$ cat src/rtl/regfile_read_arbiter_pkg.sv
// Shared types and default widths for the register-file read arbiter.
package regfile_read_arbiter_pkg;

  typedef enum logic [1:0] {
    IDLE = 2'd0,
    READ = 2'd1,
    RESP = 2'd2
  } state_e;

  localparam int DEF_WIDTH = 32;
  localparam int DEF_SIZE  = 5;

endpackage

$ cat src/rtl/regfile_read_arbiter_rr_pick.sv
// Round-robin priority pick: first set req bit at or above ptr, wrapping modulo NREQ.
module rr_pick #(
  parameter int NREQ = 4,
  parameter int IDW  = 2
) (
  input  logic [NREQ-1:0] req,
  input  logic [IDW-1:0]  ptr,
  output logic [NREQ-1:0] win_onehot,
  output logic [IDW-1:0]  win_idx,
  output logic            win_valid
);

  int             pos;
  logic [IDW-1:0] pos_idx;

  always_comb begin
    win_onehot = '0;
    win_idx    = '0;
    win_valid  = 1'b0;
    pos        = 0;
    pos_idx    = '0;
    // Walk offsets from the farthest to the nearest so the nearest set bit wins last.
    for (int k = NREQ - 1; k >= 0; k--) begin
      pos = int'(ptr) + k;
      if (pos >= NREQ) begin
        pos = pos - NREQ;
      end
      pos_idx = IDW'(pos);
      if (req[pos_idx]) begin
        win_onehot          = '0;
        win_onehot[pos_idx] = 1'b1;
        win_idx             = pos_idx;
        win_valid           = 1'b1;
      end
    end
  end

endmodule

$ cat src/rtl/regfile_read_arbiter.sv
// Round-robin arbiter sharing one register-file read port among NREQ requesters.
// Optional macro REGARB_R0_ZERO_EN forces reads of address 0 to return zero.
module regfile_read_arbiter
  import regfile_read_arbiter_pkg::*;
#(
  parameter int WIDTH = DEF_WIDTH,
  parameter int SIZE  = DEF_SIZE,
  parameter int NREQ  = 4
) (
  input  logic                     clk,
  input  logic                     rst,
  input  logic [NREQ-1:0]          req,
  input  logic [NREQ*SIZE-1:0]     req_addr,
  output logic [NREQ-1:0]          gnt,
  output logic [SIZE-1:0]          port_addr,
  input  logic [WIDTH-1:0]         port_data,
  output logic                     rd_valid,
  input  logic                     rd_ready,
  output logic [WIDTH-1:0]         rd_data,
  output logic [$clog2(NREQ)-1:0]  rd_id
);

  localparam int IDW = $clog2(NREQ);

`ifdef REGARB_R0_ZERO_EN
  localparam bit R0_ZERO = 1'b1;
`else
  localparam bit R0_ZERO = 1'b0;
`endif

  state_e            state_q, state_d;
  logic [IDW-1:0]    ptr_q, ptr_d;
  logic [NREQ-1:0]   gnt_q, gnt_d;
  logic              rd_valid_q, rd_valid_d;
  logic [WIDTH-1:0]  rd_data_q, rd_data_d;
  logic [IDW-1:0]    rd_id_q, rd_id_d;
  logic [SIZE-1:0]   port_addr_q, port_addr_d;
  logic [SIZE-1:0]   addr_q, addr_d;
  logic [IDW-1:0]    id_q, id_d;

  logic [NREQ-1:0]   win_onehot;
  logic [IDW-1:0]    win_idx;
  logic              win_valid;

  rr_pick #(
    .NREQ (NREQ),
    .IDW  (IDW)
  ) u_rr_pick (
    .req        (req),
    .ptr        (ptr_q),
    .win_onehot (win_onehot),
    .win_idx    (win_idx),
    .win_valid  (win_valid)
  );

  always_comb begin
    state_d     = state_q;
    ptr_d       = ptr_q;
    gnt_d       = '0;
    rd_valid_d  = rd_valid_q;
    rd_data_d   = rd_data_q;
    rd_id_d     = rd_id_q;
    port_addr_d = port_addr_q;
    addr_d      = addr_q;
    id_d        = id_q;

    unique case (state_q)
      IDLE: begin
        if (win_valid) begin
          gnt_d       = win_onehot;
          addr_d      = req_addr[int'(win_idx)*SIZE +: SIZE];
          port_addr_d = req_addr[int'(win_idx)*SIZE +: SIZE];
          id_d        = win_idx;
          ptr_d       = (win_idx == IDW'(NREQ - 1)) ? '0 : win_idx + 1'b1;
          state_d     = READ;
        end
      end
      READ: begin
        // port_addr was registered on the grant edge, so port_data is settled here.
        rd_data_d  = (R0_ZERO && (addr_q == '0)) ? '0 : port_data;
        rd_id_d    = id_q;
        rd_valid_d = 1'b1;
        state_d    = RESP;
      end
      RESP: begin
        if (rd_ready) begin
          // Return response outputs to their idle values once accepted.
          rd_valid_d = 1'b0;
          rd_data_d  = '0;
          rd_id_d    = '0;
          state_d    = IDLE;
        end
      end
      default: begin
        state_d = IDLE;
      end
    endcase
  end

  always_ff @(posedge clk) begin
    if (rst) begin
      state_q     <= IDLE;
      ptr_q       <= '0;
      gnt_q       <= '0;
      rd_valid_q  <= 1'b0;
      rd_data_q   <= '0;
      rd_id_q     <= '0;
      port_addr_q <= '0;
      addr_q      <= '0;
      id_q        <= '0;
    end else begin
      state_q     <= state_d;
      ptr_q       <= ptr_d;
      gnt_q       <= gnt_d;
      rd_valid_q  <= rd_valid_d;
      rd_data_q   <= rd_data_d;
      rd_id_q     <= rd_id_d;
      port_addr_q <= port_addr_d;
      addr_q      <= addr_d;
      id_q        <= id_d;
    end
  end

  assign gnt       = gnt_q;
  assign port_addr = port_addr_q;
  assign rd_valid  = rd_valid_q;
  assign rd_data   = rd_data_q;
  assign rd_id     = rd_id_q;

endmodule

$ cat config.mk
export PLATFORM = sky130hd
export DESIGN_NAME = regfile_read_arbiter
export DESIGN_NICKNAME = d
export VERILOG_FILES = /design/src/rtl/regfile_read_arbiter_pkg.sv /design/src/rtl/regfile_read_arbiter_rr_pick.sv /design/src/rtl/regfile_read_arbiter.sv
export SDC_FILE = /design/constraint.sdc
export NUM_CORES = 1
export LEC_CHECK = 0
export ABC_AREA = 1
export CAP_MARGIN = 25
export CORE_UTILIZATION = 40
export CTS_CLUSTER_SIZE = 10
export DETAILED_ROUTE_END_ITERATION = 16
export GPL_TIMING_DRIVEN = 0
export MAX_ROUTING_LAYER = met4
export PLACE_DENSITY = 0.76
export SYNTH_ARGS = -nofsm -noshare
export SYNTH_HDL_FRONTEND = slang
export SYNTH_HIERARCHICAL = 1
export SYNTH_SLANG_ARGS = --single-unit
$ cat constraint.sdc
create_clock -name clk -period 3.18 [get_ports clk]
set_input_delay 0.477 -clock clk [delete_from_list [all_inputs] [get_ports clk]]
set_output_delay 0.477 -clock clk [all_outputs]
set_load 0.02 [all_outputs]
==> flow_summary.ini <==
[global_routing]
grt_pass1_vias = 2246
overflow = 0
grt_use_total_pct = 19.66
grt_pass1_wl_mm = 9.791
antenna_found_initial = 0
grt_max_degree = 15

[worst_setup_path]
critPathKind = reg -> reg
crit_path_frequent_cell = nand2_1
required_ns = 3.36
cp.arrival_ns = 2.87
critPathLaunchType = flop
startpoint = ptr_q[0]$_SDFFE_PP0P_
cp_max_fo = 12
r2r_start = ptr_q[0]$_SDFFE_PP0P_
slowest_delay_ns = 0.58
end_kind = flop
cpMaxStageDelayCell = dfxtp_1
critical_path.cell_chain = inv_2, ha_1, inv_1, nand3_2, nand2_4, inv_4, a21oi_1, nand2_1, o21ai_1, clkinv_1, nand2_1, nand3_1, nand2_1, a21oi_1

[floorplanning]
die_area_um2 = 6448
dieWidth_um = 80.30
ios = 103
core_um2 = 5921
rows = 28
fp.dieH_um = 80.30
start_util_pct = 41.42

[min_path]
worstHoldPathType = reg -> reg
hp-start = id_q[1]$_SDFFE_PP0P_

[cells_and_area]
fill_cells = 562
area_growth_pct = 48.72
antenna_cells = 0
drive_gt1_share_pct = 8.553
fin_util_pct = 61.60
nets = 524

[logic_synthesis]
ys_types = 21
synth.avg_cell_area_um2 = 7.067
yosysWarnings = 6
synthesis.nets = 415
ys_ff_latch = 50
netlist_area_um2 = 2452
seq_area_frac_synth_pct = 40.82
netlist_instances = 347

[clocking]
cts_resized = 0
cts_tree = built
htreeDepth = 2
clk_path_buf_depth = 2
clock_sinks = 50
cts-root-buf = clkbuf_8
cts_made_buffers = 5
clk_pin_slew_worst_paths_ns = 0.08
hold_buffers = 0
postCtsSetupBuffers = 0
clkLatencyLatePin_ns = 0.29

[power_and_ir_drop]
ir_drop_mv = 0.3723
leakage_nw = 1.519
powerDensity_nw_per_um2 = 789.2

[detailed_routing]
dr.pass1.iters = 4
wl_met2_mm = 2.883
wl_per_cell_um = 11.44
drt-vias-per-instance = 4.776
highest_layer = met4
drt_first_iter_violations = 105
wirelength_mm = 6.074
vias = 2536
wl_met1_mm = 2.694
ant_nets = 0
met3_length_um = 419
drc_errors = 0

[flow_run]
maxCapViolations = 0

[timing]
setup_viol = 0
setup_tns_ns = 0
drv_slew = 0
fmaxAchievable_ghz = 0.3721
rsz0062_at_grt = no
layout_min_cycle_time_ns = 2.687
hold_violations = 0
tightest_slew_ns = 0.4835
max-slew-margin-rel_pct = 67.76
fin_worst_skew_ns = 0.007528
finalCritPeriodShare_pct = 84.51

[status]
outcome = finished, final reports clean

[placement]
place_hpwl_mm = 4.629
place_congestion = 0.8475
port_buffers = 102
[power breakdown]
part           switching, mW  total [mW]  internal, mW
Clock                  0.193       0.344         0.151
Combinational          0.989        1.66         0.669
Sequential            0.0942       0.877         0.783
Total                   1.28        2.88          1.60
[synth_stat cells]
master     n  share of area [%]
inv_1     25                3.8
clkinv_1   1               0.15
nand2_2    4                1.0
clkbuf_1   3               0.46
nor2_1    17                2.6
dfxtp_1   50                 41
nand3_2    5                2.0
buf_4      6                1.8
nand2_4    3                1.4
o21ai_0    3               0.61
inv_4      1               0.26
ha_1       9                4.6
o21ai_1    2               0.41
nand3_1   59                 12
buf_2      5                1.0
a21oi_1   49                 10
nand2_1   91                 14
or2_0      4                1.0
nand3b_1   1               0.31
nor2_4     1               0.46
inv_2      8                1.2
[per-layer routing]
layer / GRT usage, % / up-vias
met3: 5.568 / 8
li1: - / 1338
met2: 33.85 / 82
met1: 22.79 / 1108
met5: - / -
met4: 4.107 / 0
[kinds of logic after synthesis]
| kind of cell | Yosys count | share of synthesized area [%] |
|---|---|---|
| DFF | 50 | 40.82 |
| and+or+nand+nor | 185 | 34.80 |
| AOI/OAI and AO/OA | 54 | 11.02 |
| buffers and inverters | 49 | 8.775 |
| adders and majority gates | 9 | 4.592 |
[flip-flops by register name, summed over array words and instances, names as in the netlist]
| signal | count |
|---|---|
| id_q | 2 |
| ptr_q | 2 |
| rd_data | 32 |
| port_addr | 5 |
| rd_valid | 1 |
| gnt | 4 |
| state_q | 2 |
| rd_id | 2 |
[cell type report]
cell class              count  area (um2)  share of cell area, %
clock inverters             1       7.507                 0.2058
repair buffers            102        1021                  27.99
clock buffers               6       72.57                  1.990
well taps                  75       93.84                  2.573
flip-flops and latches     50        1001                  27.44
plain buffers              14       81.33                  2.230
multi-input cells         248        1236                  33.89
inverters                  35       133.9                  3.671
[stage by stage]
| step | hold WS, ns | setup slack [ns] | cell area, um2 | power, mW | instances |
|---|---|---|---|---|---|
| after CTS | 0.4716 | 0.4774 | 3647 | 2.905 | 531 |
| after floorplan | 0.4440 | 0.8904 | 2452 | 2.013 | 347 |
| after global placement | 0.4559 | 0.5128 | 3567 | 2.522 | 524 |
| after global routing | 0.4856 | 0.2079 | 3647 | 3.135 | 531 |
| final | 0.4674 | 0.4925 | 3647 | 2.878 | 531 |
| after detailed placement | 0.4653 | 0.4939 | 3567 | 2.558 | 524 |
[worst paths after layout]
path | to | slack [ns] | depth (start not counted)
hold reg to reg | rd_id[1]$_SDFFE_PP0P_ | 0.47 | 2
hold / removal | rd_id[1]$_SDFFE_PP0P_ | 0.47 | 2
setup reg to reg | port_addr[4]$_SDFFE_PP0P_ | 0.49 | 14
setup / recovery | port_addr[4]$_SDFFE_PP0P_ | 0.49 | 14
[critical path: cells and delay by family, from the launching register on]
kind	cells	cell delay (ns)
flops	1	0.58
fa+ha+maj	1	0.37
simple gates	6	0.59
buf+inv	4	0.66
compound gates	3	0.36
[layout by cell type (no fill, tap or decap)]
master and n:
clkdlybuf4s50_1 102, nand2_1 91, nand3_1 59, dfxtp_1 50, a21oi_1 49, inv_1 25
nor2_1 17, ha_1 9, inv_2 8, buf_4 6, nand3_2 5, buf_2 5
clkbuf_8 5, clkbuf_1 4, nand2_2 4, or2_0 4, nand2_4 3, o21ai_0 3
o21ai_1 2, clkinv_1 1, nand3b_1 1, clkinvlp_4 1, inv_4 1, nor2_4 1
(Power assumes the default switching activity.)
